===== config.mk =====
export PLATFORM = sky130hd
export DESIGN_NAME = sseg_mux_ctrl_core
export DESIGN_NICKNAME = d
export VERILOG_FILES = /design/src/rtl/sseg_mux_ctrl_core.sv
export SDC_FILE = /design/constraint.sdc
export NUM_CORES = 1
export LEC_CHECK = 0
export ABC_AREA = 1
export ABC_CLOCK_PERIOD_IN_PS = 5650
export BUFFER_PORTS_ARGS = -buffer_cell sky130_fd_sc_hd__buf_2
export CAP_MARGIN = 15
export CORE_MARGIN = 2
export CORE_UTILIZATION = 43
export CTS_BUF_LIST = sky130_fd_sc_hd__clkbuf_4
export CTS_CLUSTER_SIZE = 25
export DETAILED_ROUTE_END_ITERATION = 8
export HOLD_SLACK_MARGIN = 0.05
export SLEW_MARGIN = 30
export SYNTH_ARGS = -nofsm -noshare
export SYNTH_HDL_FRONTEND = slang
export SYNTH_SLANG_ARGS = --single-unit
export TNS_END_PERCENT = 100

===== constraint.sdc =====
create_clock -name clk -period 5.65 [get_ports clk]
set_clock_uncertainty 0.15 [all_clocks]
set_input_delay 0.8475 -clock clk [delete_from_list [all_inputs] [get_ports clk]]
set_output_delay 0.8475 -clock clk [all_outputs]
set_load 0.01 [all_outputs]

===== src/rtl/sseg_mux_ctrl_core.sv =====
`default_nettype none
// ============================================================================
// Module      : sseg_mux_ctrl_core
// Description : MMIO slot core that time-multiplexes N_DIGITS seven-segment
//               digits. It provides per-digit raw patterns, a blank mask, a
//               blink mask, 16-level PWM brightness and register readback.
// Ports       : clk, reset         - clock, synchronous active-high reset
//               cs, read, write    - slot select and strobes
//               addr, wr_data      - word address and write data
//               rd_data            - combinational readback, valid when cs=1
//               sseg               - active-low segments, bit7 = dp
//               an                 - active-low digit enables
// Revision    : 1.0 - initial release
// ============================================================================
module sseg_mux_ctrl_core #(
    parameter int N_DIGITS     = 8,
    parameter int SLOT_BITS    = 11,
    parameter int BLINK_FRAMES = 32
) (
    input  logic                clk,
    input  logic                reset,
    input  logic                cs,
    input  logic                read,
    input  logic                write,
    input  logic [4:0]          addr,
    input  logic [31:0]         wr_data,
    output logic [31:0]         rd_data,
    output logic [7:0]          sseg,
    output logic [N_DIGITS-1:0] an
);

    localparam int               BCNT_W      = (BLINK_FRAMES > 1) ? $clog2(BLINK_FRAMES) : 1;
    localparam logic [BCNT_W-1:0] BCNT_LAST  = BCNT_W'(BLINK_FRAMES - 1);
    localparam logic [3:0]       LAST_DIGIT  = 4'(N_DIGITS - 1);
    localparam logic [4:0]       ADDR_MASK   = 5'd4;
    localparam logic [4:0]       ADDR_BRIGHT = 5'd5;
    localparam logic [4:0]       ADDR_STATUS = 5'd6;

    // Register file
    logic [7:0]          digit_data [N_DIGITS];
    logic [N_DIGITS-1:0] blank_mask;
    logic [N_DIGITS-1:0] blink_mask;
    logic [3:0]          bright;

    // Scan state
    logic [SLOT_BITS-1:0] slot_cnt;
    logic [3:0]           digit_idx;
    logic [15:0]          frame_cnt;
    logic [BCNT_W-1:0]    blink_cnt;
    logic                 blink_phase;

    logic                wr_en;
    logic                slot_wrap;
    logic                frame_end;
    logic [7:0]          cur_data;
    logic                cur_blank;
    logic                cur_blink;
    logic                lit;
    logic [N_DIGITS-1:0] an_next;
    logic [7:0]          sseg_next;

    // read strobe carries no side effects; rd_data is decoded from addr alone
    logic unused_inputs;
    assign unused_inputs = &{1'b0, read, wr_data};

    assign wr_en     = cs & write;
    assign slot_wrap = &slot_cnt;
    assign frame_end = slot_wrap && (digit_idx == LAST_DIGIT);

    always_ff @(posedge clk) begin
        if (reset) begin
            for (int i = 0; i < N_DIGITS; i++) begin
                digit_data[i] <= 8'h00;
            end
            blank_mask <= '0;
            blink_mask <= '0;
            bright     <= 4'hF;
        end else if (wr_en) begin
            // Digit i lives in byte i%4 of DATA word i/4; bytes beyond the
            // configured digit count simply have no storage behind them.
            for (int i = 0; i < N_DIGITS; i++) begin
                if (addr == 5'(i / 4)) begin
                    digit_data[i] <= wr_data[(i % 4) * 8 +: 8];
                end
            end
            if (addr == ADDR_MASK) begin
                blank_mask <= wr_data[N_DIGITS-1:0];
                blink_mask <= wr_data[16 +: N_DIGITS];
            end
            if (addr == ADDR_BRIGHT) begin
                bright <= wr_data[3:0];
            end
        end
    end

    // Scan counters are never touched by register writes.
    always_ff @(posedge clk) begin
        if (reset) begin
            slot_cnt    <= '0;
            digit_idx   <= 4'd0;
            frame_cnt   <= 16'd0;
            blink_cnt   <= '0;
            blink_phase <= 1'b0;
        end else begin
            slot_cnt <= slot_cnt + SLOT_BITS'(1);
            if (slot_wrap) begin
                digit_idx <= (digit_idx == LAST_DIGIT) ? 4'd0 : digit_idx + 4'd1;
            end
            if (frame_end) begin
                frame_cnt <= frame_cnt + 16'd1;
                if (blink_cnt == BCNT_LAST) begin
                    blink_cnt   <= '0;
                    blink_phase <= ~blink_phase;
                end else begin
                    blink_cnt <= blink_cnt + BCNT_W'(1);
                end
            end
        end
    end

    always_comb begin
        cur_data  = 8'hFF;
        cur_blank = 1'b0;
        cur_blink = 1'b0;
        for (int i = 0; i < N_DIGITS; i++) begin
            if (digit_idx == 4'(i)) begin
                cur_data  = digit_data[i];
                cur_blank = blank_mask[i];
                cur_blink = blink_mask[i];
            end
        end
        // The top four slot-counter bits divide each slot into 16 PWM steps;
        // the digit is lit for steps 0..B, so B=0 still gives 1/16 duty.
        lit = ~cur_blank & ~(cur_blink & blink_phase)
            & (slot_cnt[SLOT_BITS-1 -: 4] <= bright);
        for (int i = 0; i < N_DIGITS; i++) begin
            an_next[i] = ~(lit && (digit_idx == 4'(i)));
        end
        sseg_next = lit ? cur_data : 8'hFF;
    end

    always_ff @(posedge clk) begin
        if (reset) begin
            an   <= '1;
            sseg <= 8'hFF;
        end else begin
            an   <= an_next;
            sseg <= sseg_next;
        end
    end

    always_comb begin
        rd_data = 32'd0;
        for (int i = 0; i < N_DIGITS; i++) begin
            if (addr == 5'(i / 4)) begin
                rd_data[(i % 4) * 8 +: 8] = digit_data[i];
            end
        end
        case (addr)
            ADDR_MASK: begin
                rd_data[N_DIGITS-1:0]   = blank_mask;
                rd_data[16 +: N_DIGITS] = blink_mask;
            end
            ADDR_BRIGHT: rd_data[3:0] = bright;
            ADDR_STATUS: rd_data = {frame_cnt, 7'd0, blink_phase, 4'd0, digit_idx};
            default: begin
            end
        endcase
    end

endmodule
`default_nettype wire


==> qor.yml <==
power:
  switching_share_pct: 26.0
  comb_power_share_pct: 6.7
  peakVddDrop_uv: 143
  clockPowerShare_pct: 36.9
  p_int_mw: 1.43
  pwr-share-seq_pct: 56.4
  power_density_mw_per_mm2: 245
  switchingPower_mw: 0.501
  leakage_nw: 3.42
clock_tree:
  cts_resized: 0
  cts_tree: "done"
  ctsHtreeMaxLevel: 4
  ctsRootBufferMaster: "clkbuf_4"
  numCtsBuffers: 17
  cts.path.max_buffers: 2
  insertion_delay_ns: 0.56
  clkSlewWorstSetupHoldPaths_ns: 0.12
  cts_sinks: 137
  cts_hold_buf: 0
  post_cts_buffers: 0
synthesis:
  ys_top_cells_by_area: "edfxtp_1 (28%), dfxtp_1 (21%), nand2_1 (8.4%)"
  ys_types: 46
  synth-seq-cells: 137
  synth_most_common_cell: "nand2_1"
  yosys.area.top_type: "edfxtp_1"
  synth_edf_count: 64
  yosys-top-cells-count: "nand2_1 (156), inv_1 (131), nor2_1 (107), dfxtp_1 (73), nand3_1 (67)"
  yosys.area.top_type_share_pct: 27.6
  yosysSeqAreaShare_pct: 48.7
  syn_area_per_cell_um2: 7.99
  yosysWarnings: 0
  synth_area_mm2: 0.00695
  synth-main-ff-cell: "dfxtp_1"
  syn_inst: 870
  synth-async-reset-ratio_pct: 0
  synth_nets: 924
timing:
  fmax_ghz: 0.272
  setup_tns_ns: 0
  rsz0062_at_grt: "no"
  post-route-period-util_pct: 65.1
  period_minus_slack_ns: 3.68
  hold_viol_final: 0
  slew_headroom_pct: 39.5
  worst_pin_slew_ns: 0.906
  finalSetupViolCount: 0
  fin_ws_ns: 1.97
  finalMaxSlewViolations: 0
setup_path:
  path_max_fanout: 22
  start_kind: "primary input"
  rrSetupSlack_ns: 2.53
  crit_type: "primary input to output port"
  endpoint_kind: "output port"
  crit_arrival_ns: 2.68
  critPathRequiredTime_ns: 4.65
route:
  vias_per_cell: 5.28
  totalWireLength_um: 20500
  drt_iter0_drc: 548
  first_pass_iters: 5
  antenna_left: 0
  remaining_drc_errors: 0
  vias: 6220
  wl_per_cell_um: 17.4
cells_and_area:
  seq_area_mm2: 0.00338
  multiInputGateArea_mm2: 0.00288
  layout-drive-gt1-share_pct: 16.6
  area_delta_synth_final_pct: 13.2
  finalNetCount: 1003
  n_fill_cell: 1604
global_route:
  grt_max_degree: 45
  antenna_found_initial: 1
  use_met1_pct: 33.7
  use_met2_pct: 37.2
  grt_util_met3_pct: 4.63
  gr-total-overflow: 0
  grt-busiest-layer: "met2"
  grtUsageTotal_pct: 24.1
  grt_pass1_wl_um: 32100
  grt_pass1_vias: 5755
die:
  rows: 46
  ios: 90
  die_y_um: 131
  fp.dieArea_mm2: 0.0172
  start_util_pct: 43.9
  fp.dieW_um: 131
  coreArea_mm2: 0.0158
placement:
  place.detailed.hpwl_um: 14700
  portBuffers: 88
  place.gp.congestion: 0.976
  dpl_worst_slack_ns: 2.01
run_status:
  status: "finished, final reports clean"
run:
  max_cap_violations: 0
hold_path:
  worstHoldPathType: "register to register"
[kinds of logic (layout without fill, tap and decap cells)]
family                   count (synthesis)  in the layout  share of synthesized area (%)
other                                    0              1                              0
adder cells (fa/ha/maj)                 12             12                           2.16
flip-flops                             137            137                           48.7
AND/OR/NAND/NOR                        395            395                           25.9
AO/OA/AOI/OAI                          144            144                           12.3
XOR/XNOR                                 7              7                          0.882
buffers and inverters                  175            267                           10.2
[registers in the layout, indices dropped and copies added (netlist names)]
signal and flops:
digit_data 64, frame_cnt 16, slot_cnt 11, an 8, blank_mask 8, blink_mask 8
sseg 8, blink_cnt 5, bright 4, digit_idx 4, blink_phase 1
[final cells by class]
class                           count  area share [%]
Sequential cell                   137            43.0
Multi-Input combinational cell    558            36.6
Inverter                          140            6.69
Timing Repair Buffer               95            6.26
Tap cell                          216            3.43
Clock inverter                     15            2.37
Clock buffer                       17            1.62
Antenna cell                        1          0.0318
[per-layer routing]
metal	share of wire, %	vias up
met3	7.1	40
met1	45	2907
met4	2.7	0
li1	-	3044
met5	0	-
met2	45	229
[power by group through the flow]
stage                     clock network (mW)  registers (mW)  logic, mW
final                                  0.711            1.09      0.129
after detailed placement                   0            1.11      0.128
after global routing                   0.767            1.09      0.142
after floorplan                            0            1.11     0.0683
after CTS                              0.725            1.09      0.129
after global placement                     0            1.11      0.127
[critical path, stage by stage]
cell      delay (ns)
buf_2           0.11
inv_1           0.06
nor2_1          0.04
inv_1           0.06
nor2_1          0.04
buf_4           0.19
inv_1           0.68
o22ai_1         0.14
a21oi_1         0.16
o221ai_1        0.17
buf_2           0.18
[per-stage QoR]
stage	instance area (µm²)	hold slack [ns]	util (%)	std cells	power, mW
floorplan	6950	0.268	-	870	1.17
global placement	7550	0.283	47.7	1146	1.24
detailed placement	7550	0.295	47.7	1146	1.24
CTS	7870	0.322	49.7	1178	1.94
global route	7870	0.356	49.7	1179	2.00
finish	7870	0.314	49.7	1179	1.93
[cells in the final DEF, fill, tap and decap left out, drive strengths merged, types with 17 or more instances in the layout]
master  instances
nand3          70
nand2         161
nor2          118
a21oi          63
nor3           20
inv           142
clkbuf         17
buf            95
edfxtp         64
o21ai          37
dfxtp          73
[path summary, 6_finish.rpt]
kind / from / depth (start not counted) / endpoint
worst max register to register: digit_idx[1] / 10 / sseg[2]
worst max-delay path: addr[0] / 11 / rd_data[2]
worst min-delay path: slot_cnt[0] / 1 / slot_cnt[0]
worst min register to register: slot_cnt[0] / 1 / slot_cnt[0]
(Power assumes the default switching activity.)
